$ cat config.mk
export PLATFORM = sky130hd
export DESIGN_NAME = regfile
export DESIGN_NICKNAME = d
export VERILOG_FILES = /design/src/rtl/regfile.sv
export SDC_FILE = /design/constraint.sdc
export NUM_CORES = 2
export LEC_CHECK = 0
export CAP_MARGIN = 20
export CORE_MARGIN = 8
export CORE_UTILIZATION = 60
export DETAILED_ROUTE_END_ITERATION = 10
export PLACE_DENSITY = 0.78
export SYNTH_ARGS = -nofsm -noshare
export SYNTH_HDL_FRONTEND = slang
export SYNTH_SLANG_ARGS = --single-unit
export TNS_END_PERCENT = 30
$ cat constraint.sdc
create_clock -name clk -period 4.93 [get_ports clk]
set_clock_uncertainty 0.15 [all_clocks]
set_input_delay 1.2325 -clock clk [delete_from_list [all_inputs] [get_ports clk]]
set_output_delay 1.2325 -clock clk [all_outputs]
set_load 0.05 [all_outputs]
$ cat src/rtl/regfile.sv
// Three-port combinational-read register file with one-hot write enables and write-through reads.
// Define REGFILE_R0_ZERO_EN to hardwire register 0 to zero.
module regfile #(
  parameter int unsigned W_DATA = 32,
  parameter int unsigned W_ADDR = 5
) (
  input  logic                   clk,
  input  logic                   reset,
  input  logic [W_DATA-1:0]      cdb_wdata,
  input  logic [2**W_ADDR-1:0]   rst_wen_onehot,
  input  logic [W_ADDR-1:0]      dispatch_rsaddr,
  input  logic [W_ADDR-1:0]      dispatch_rtaddr,
  input  logic [W_ADDR-1:0]      debug_addr,
  output logic [W_DATA-1:0]      dispatch_rsdata,
  output logic [W_DATA-1:0]      dispatch_rtdata,
  output logic [W_DATA-1:0]      debug_data
);

  localparam int unsigned N = 2 ** W_ADDR;

`ifdef REGFILE_R0_ZERO_EN
  localparam int unsigned FirstWr = 1;
`else
  localparam int unsigned FirstWr = 0;
`endif

  logic [W_DATA-1:0] mem_q [N];

  // Register 0 is reset but never written when it is hardwired.
  always_ff @(posedge clk or negedge reset) begin
    if (!reset) begin
      for (int i = 0; i < int'(N); i++) begin
        mem_q[i] <= '0;
      end
    end else begin
      for (int i = int'(FirstWr); i < int'(N); i++) begin
        if (rst_wen_onehot[i]) begin
          mem_q[i] <= cdb_wdata;
        end
      end
    end
  end

  logic [W_ADDR-1:0] raddr [3];
  logic [W_DATA-1:0] rdata [3];

  assign raddr[0] = dispatch_rsaddr;
  assign raddr[1] = dispatch_rtaddr;
  assign raddr[2] = debug_addr;

  for (genvar p = 0; p < 3; p++) begin : g_rd
    always_comb begin
      rdata[p] = mem_q[raddr[p]];
      if (rst_wen_onehot[raddr[p]]) begin
        rdata[p] = cdb_wdata;
      end
`ifdef REGFILE_R0_ZERO_EN
      if (raddr[p] == '0) begin
        rdata[p] = '0;
      end
`endif
      // Reset forces zero even over the write-through path.
      if (!reset) begin
        rdata[p] = '0;
      end
    end
  end

  assign dispatch_rsdata = rdata[0];
  assign dispatch_rtdata = rdata[1];
  assign debug_data      = rdata[2];

endmodule

# Yosys cells after proc, flatten, opt, wreduce, memory -nomap -nowiden
# Cells that the tools add are included.
# W data, S select, Z words.
[word_totals] register_bits=1024 in_bits=81 out_inout_bits=96 elab_cells=62
[classes] n_lt_le_gt_ge=6 mux=21 bitwise_logic=3
[op_table] cell="$bmux W32 S5" n=3
[op_table] cell="$mux W32" n=12
[op_table] cell="$ge A6 B6 Y1 const B" n=3
[op_table] cell="$lt A5 B6 Y1 const B" n=3
[op_table] cell="$not A5 Y6" n=3
[op_table] cell="$bmux W1 S5" n=3
[op_table] cell="$mux W1" n=3

# Longest topological paths before layout
[depth] depth_word=6 ltp_mapped=10 depth_no_buf=5

# Least setup slack after synthesis
# Ideal clock, no wire load.
[synth_path] path_kind="in2out" from="input debug_addr[2]" to="output debug_data[10]" t_arrival_ns=3.877 required_ns=3.548 slack_ns=-0.329 cell_stages=8 n_path_buf=3 path_cell_list="buf_2 -> buf_2 -> mux4_2 -> a22o_1 -> a31oi_4 -> buf_2 -> a21oi_1 -> a311oi_1"
[synth_via] elab_chain_cells=6 word_cells_on_any_way=8
[synth_rtl] element="start, declared" line="13" rtl="input logic [W_ADDR-1:0] debug_addr,"
[synth_rtl] element="$not A5 Y6 (implied by the code)" line="53" rtl="rdata[p] = mem_q[raddr[p]];"
[synth_rtl] element="$bmux W32 S5" line="53"
[synth_rtl] element="$mux W32 (implied by the code) (2 in a row)" line="53"
[synth_rtl] element="$mux W32 *" line="54" rtl="if (rst_wen_onehot[raddr[p]]) begin"
[synth_rtl] element="$mux W32 *" line="63" rtl="if (!reset) begin"
[synth_rtl] element="end, declared" line="16" rtl="output logic [W_DATA-1:0] debug_data"
# Every way passes the cells marked *; elsewhere a longest branch is shown, timed or not. The select of a mux whose other input is x is not followed.

# Final worst setup path
[layout_path] from="input rst_wen_onehot[8]" to="output debug_data[30]"
[layout_via] elab_chain_cells=4
[layout_rtl] element="start, declared" line="10" rtl="input logic [2**W_ADDR-1:0] rst_wen_onehot,"
[layout_rtl] element="$bmux W1 S5" line="54"
[layout_rtl] element="$mux W1 (implied by the code)" line="54"
[layout_rtl] element="$mux W32" line="54"
[layout_rtl] element="$mux W32" line="63"
# Every way passes these cells. The select of a mux whose other input is x is not followed.

==> run metrics <==
endpoint class of the critical path=primary output; Top reg by flops=mem_q; Max Clk Rate=200 MHz; Via density=7.92; grt total ovfl=0; DR WL/cell=39.1 um; critical path class=input port to primary output; Worst setup SP type=input port; Sequential Power Share=0.387; top_reg_cell synth=dfrtp_1; share of the synthesized area in compound gates (AO/OA/AOI/OAI)=0.0882; DRT Pass-1 Iters=8; Seq/Total Area, Yosys=0.392; Avg Synthesized Cell Area=13.6 sq um; net count after synthesis=4896; DP HPWL=166 mm; Logic pwr share=0.272; worst vdd ir=0.000307 V; Cells after Synth=4815; count of final setup violators=17; routed vias=52290; MaxCap Viol Count=0; reg-to-reg setup timing slack=3.91 ns; Netlist Area Pre-Place=65300 sq um; dominant combinational cell family by area after synthesis=multiplexers; placed cell area=71800 sq um; ANT nets after route=0; switching fraction of total power=0.315; Leak=30.4 nW; Clk pwr share=0.341; top layer in use=met5; routed wl met3=42.1 mm; mux share of post-synthesis cell area=0.453; worst slew pin tran=1.11 ns; fin crit share=1.01; worst-case reg-to-reg path depth=1; clock sinks=1024; Clock Pin Slew Worst Setup and Hold Paths=0.06 ns; biggest registers after layout=mem_q: 1024 flops; xor-xnor portion of the synthesized cell area=0; Clk Latency, worst-skew pair=0.73 ns; synthesis warning total=0; NetSw=8.26 mW; Post-synth EDFFs=0; H-tree lvl count=3; max-slew violation total from the final report=0; violated checks=setup timing; synth unique cells=57; PwrDens=341 nW/um^2; TNS Setup=-0.570 ns; first-pass GRT wire length=371 mm; RR Startpoint=mem_q[476]; Final nets=5164; Hold Path Class=input port to asynchronous set/reset pin; Post-Synth Simple-Gate Area=0.0230; max reg flops=1024; Total Die Area=120000 sq um; initial antenna violation count=16; Rows=121; TritonCTS clock tree=built; crit path DAT=3.61 ns; Final Hold Viols=0; CTS root buffer=clkbuf_16; M1 wire length=86.8 mm; minimum clock period=5.00 ns; reg-to-reg critical path endpoint=mem_q[476]; die height=346 um; largest net degree at the start of global routing=154; routability cong.=1.01; ys async rst share=1.00; Slew headroom=0.258; total track usage=0.420; fin area=76700 sq um; Initial Utilization=0.602; Critical Path RT=3.55 ns; Core ar.=108000 sq um; vias in the first global route=52720; Ports=177; Worst Setup Slack, final=-0.0652 ns; Synth Register Bits=1024; Layout area overhead=17.5%; layout cells sized above 1=0.556; 1st-iter DRT viols=7700; Reg area=25600 sq um; met2 wire length=106 mm; fillcell total=7110; internal power=17.9 mW; die extent in x=346 um; status=finished with violations; final WL=258 mm; multi-input logic area=37500 sq um; crit-path max FO=9; unrepaired setup endpoints after global routing=true; port bufs=176; number of CTS-inserted buffers=112; DRC=0; worst-case clock buffer depth=3; adder-cell share of the synthesized area=0
[logic make-up after synthesis]
kind of cell    count (synthesis)
flops                        1024
mux                          2089
buf+inv                       602
simple gates                  309
compound gates                791
[cell type report]
| cell class | instances | area share |
|---|---|---|
| flip-flops and latches | 1024 | 0.334 |
| inverters | 20 | 0.00101 |
| repair buffers | 736 | 0.103 |
| clock buffers | 162 | 0.0432 |
| multi-input cells | 3189 | 0.489 |
| diodes | 12 | 0.000391 |
| clock inverters | 44 | 0.00716 |
| well taps | 1414 | 0.0231 |
[worst max-delay path: stages]
cell and delay, ns:
buf_2 0.32, mux4_2 0.30, nor2b_1 0.05, o31a_2 0.40, and2_2 0.26, buf_12 0.20, a311oi_4 0.46, buf_4 0.22
buf_8 0.14
[through the flow]
stage | cells | hold slack (ns) | setup WS [ns] | utilization | power (mW)
final | 6601 | 0.261 | -0.0652 | 0.708 | 26.2
after global routing | 6589 | 0.256 | -0.0600 | 0.707 | 26.8
after CTS | 6581 | 0.237 | -0.0325 | 0.704 | 25.8
after detailed placement | 6360 | 0.386 | -0.437 | 0.663 | 16.9
after global placement | 6360 | 0.369 | -0.398 | 0.663 | 16.7
after floorplan | 4815 | 0.355 | -0.324 | - | 14.2
[power groups by stage]
stage	sequential, mW	clock [mW]	combinational (mW)
after floorplan	9.93	0	4.25
after global placement	10.1	0	6.55
after detailed placement	10.2	0	6.65
after CTS	10.1	8.91	6.82
after global routing	10.2	9.26	7.27
final	10.1	8.94	7.11
[routing by layer]
metal  global-route usage  vias to the layer above
li1                     -                    19681
met5              0.00160                        -
met4                0.292                       17
met3                0.180                     1394
met2                0.581                     4722
met1                0.530                    26476
[placed cells by master (no fill, tap or decap), types with 19 or more instances in the layout]
master           netlist  layout
clkbuf_8               0      24
o21ai_0               25      25
clkbuf_16              0     119
a211oi_1              66      65
nor2_1                52      47
dfrtp_1             1024    1024
mux2i_1              222     220
buf_12                 1     152
a22oi_1               62      61
o211ai_1              23      23
nor2b_1               65      57
buf_4                 66     479
a221oi_1              86      84
clkdlybuf4s50_1        0      32
a22o_1                42      42
o221ai_1              27      27
buf_2                155      19
a311oi_2               2      48
mux2_2              1306    1306
a2111oi_0             29      20
buf_6                 14      31
nand2_1              111     109
mux4_2               559     559
a21oi_1              153     149
nor3_1                19      19
o22ai_1              149     144
clkbuf_1             308      22
[cells in the mapped netlist, types with 4 or more instances]
| master | count | share of area |
|---|---|---|
| mux2_2 | 1306 | 0.23 |
| dfrtp_1 | 1024 | 0.39 |
| mux4_2 | 559 | 0.19 |
| clkbuf_1 | 308 | 0.018 |
| mux2i_1 | 222 | 0.034 |
| buf_2 | 155 | 0.012 |
| a21oi_1 | 153 | 0.012 |
| o22ai_1 | 149 | 0.014 |
| nand2_1 | 111 | 0.0064 |
| a221oi_1 | 86 | 0.012 |
| a311oi_1 | 70 | 0.0094 |
| a211oi_1 | 66 | 0.0076 |
| buf_4 | 66 | 0.0076 |
| nor2b_1 | 65 | 0.0062 |
| a22oi_1 | 62 | 0.0071 |
| nor2_1 | 52 | 0.0030 |
| a22o_1 | 42 | 0.0056 |
| buf_1 | 36 | 0.0021 |
| a2111oi_0 | 29 | 0.0039 |
| o221ai_1 | 27 | 0.0036 |
| o21ai_0 | 25 | 0.0019 |
| o211ai_1 | 23 | 0.0026 |
| inv_1 | 19 | 0.0011 |
| nand2b_1 | 19 | 0.0018 |
| nor3_1 | 19 | 0.0015 |
| a221o_1 | 15 | 0.0023 |
| buf_6 | 14 | 0.0024 |
| and2_1 | 11 | 0.0011 |
| nand3_1 | 11 | 0.00084 |
| a211o_1 | 8 | 0.0011 |
| a221oi_2 | 8 | 0.0018 |
| o21ai_1 | 8 | 0.00061 |
| and3b_1 | 5 | 0.00067 |
| a31oi_1 | 4 | 0.00038 |
| and3_1 | 4 | 0.00038 |
| nor4_1 | 4 | 0.00038 |
[worst max path at each step]
stage	start	endpoint	slack, ns	depth (start not counted)
finish	rst_wen_onehot[8]	debug_data[30]	-0.07	9
global route	rst_wen_onehot[30]	dispatch_rsdata[19]	-0.06	10
CTS	debug_addr[2]	debug_data[30]	-0.03	9
detailed placement	dispatch_rtaddr[3]	dispatch_rtdata[11]	-0.44	11
global placement	dispatch_rtaddr[3]	dispatch_rtdata[11]	-0.40	11
floorplan	dispatch_rsaddr[2]	dispatch_rsdata[19]	-0.32	7
[timing repair]
action	4_1_cts	5_1_grt
cloned	3	3
endpoints found under the hold margin	0	0
gates resized for setup	65	64
pin swaps	14	11
hold buffers	0	0
buffers inserted	12	5
endpoints found under the setup margin	57	64
Power figures use the tool's default switching activity.
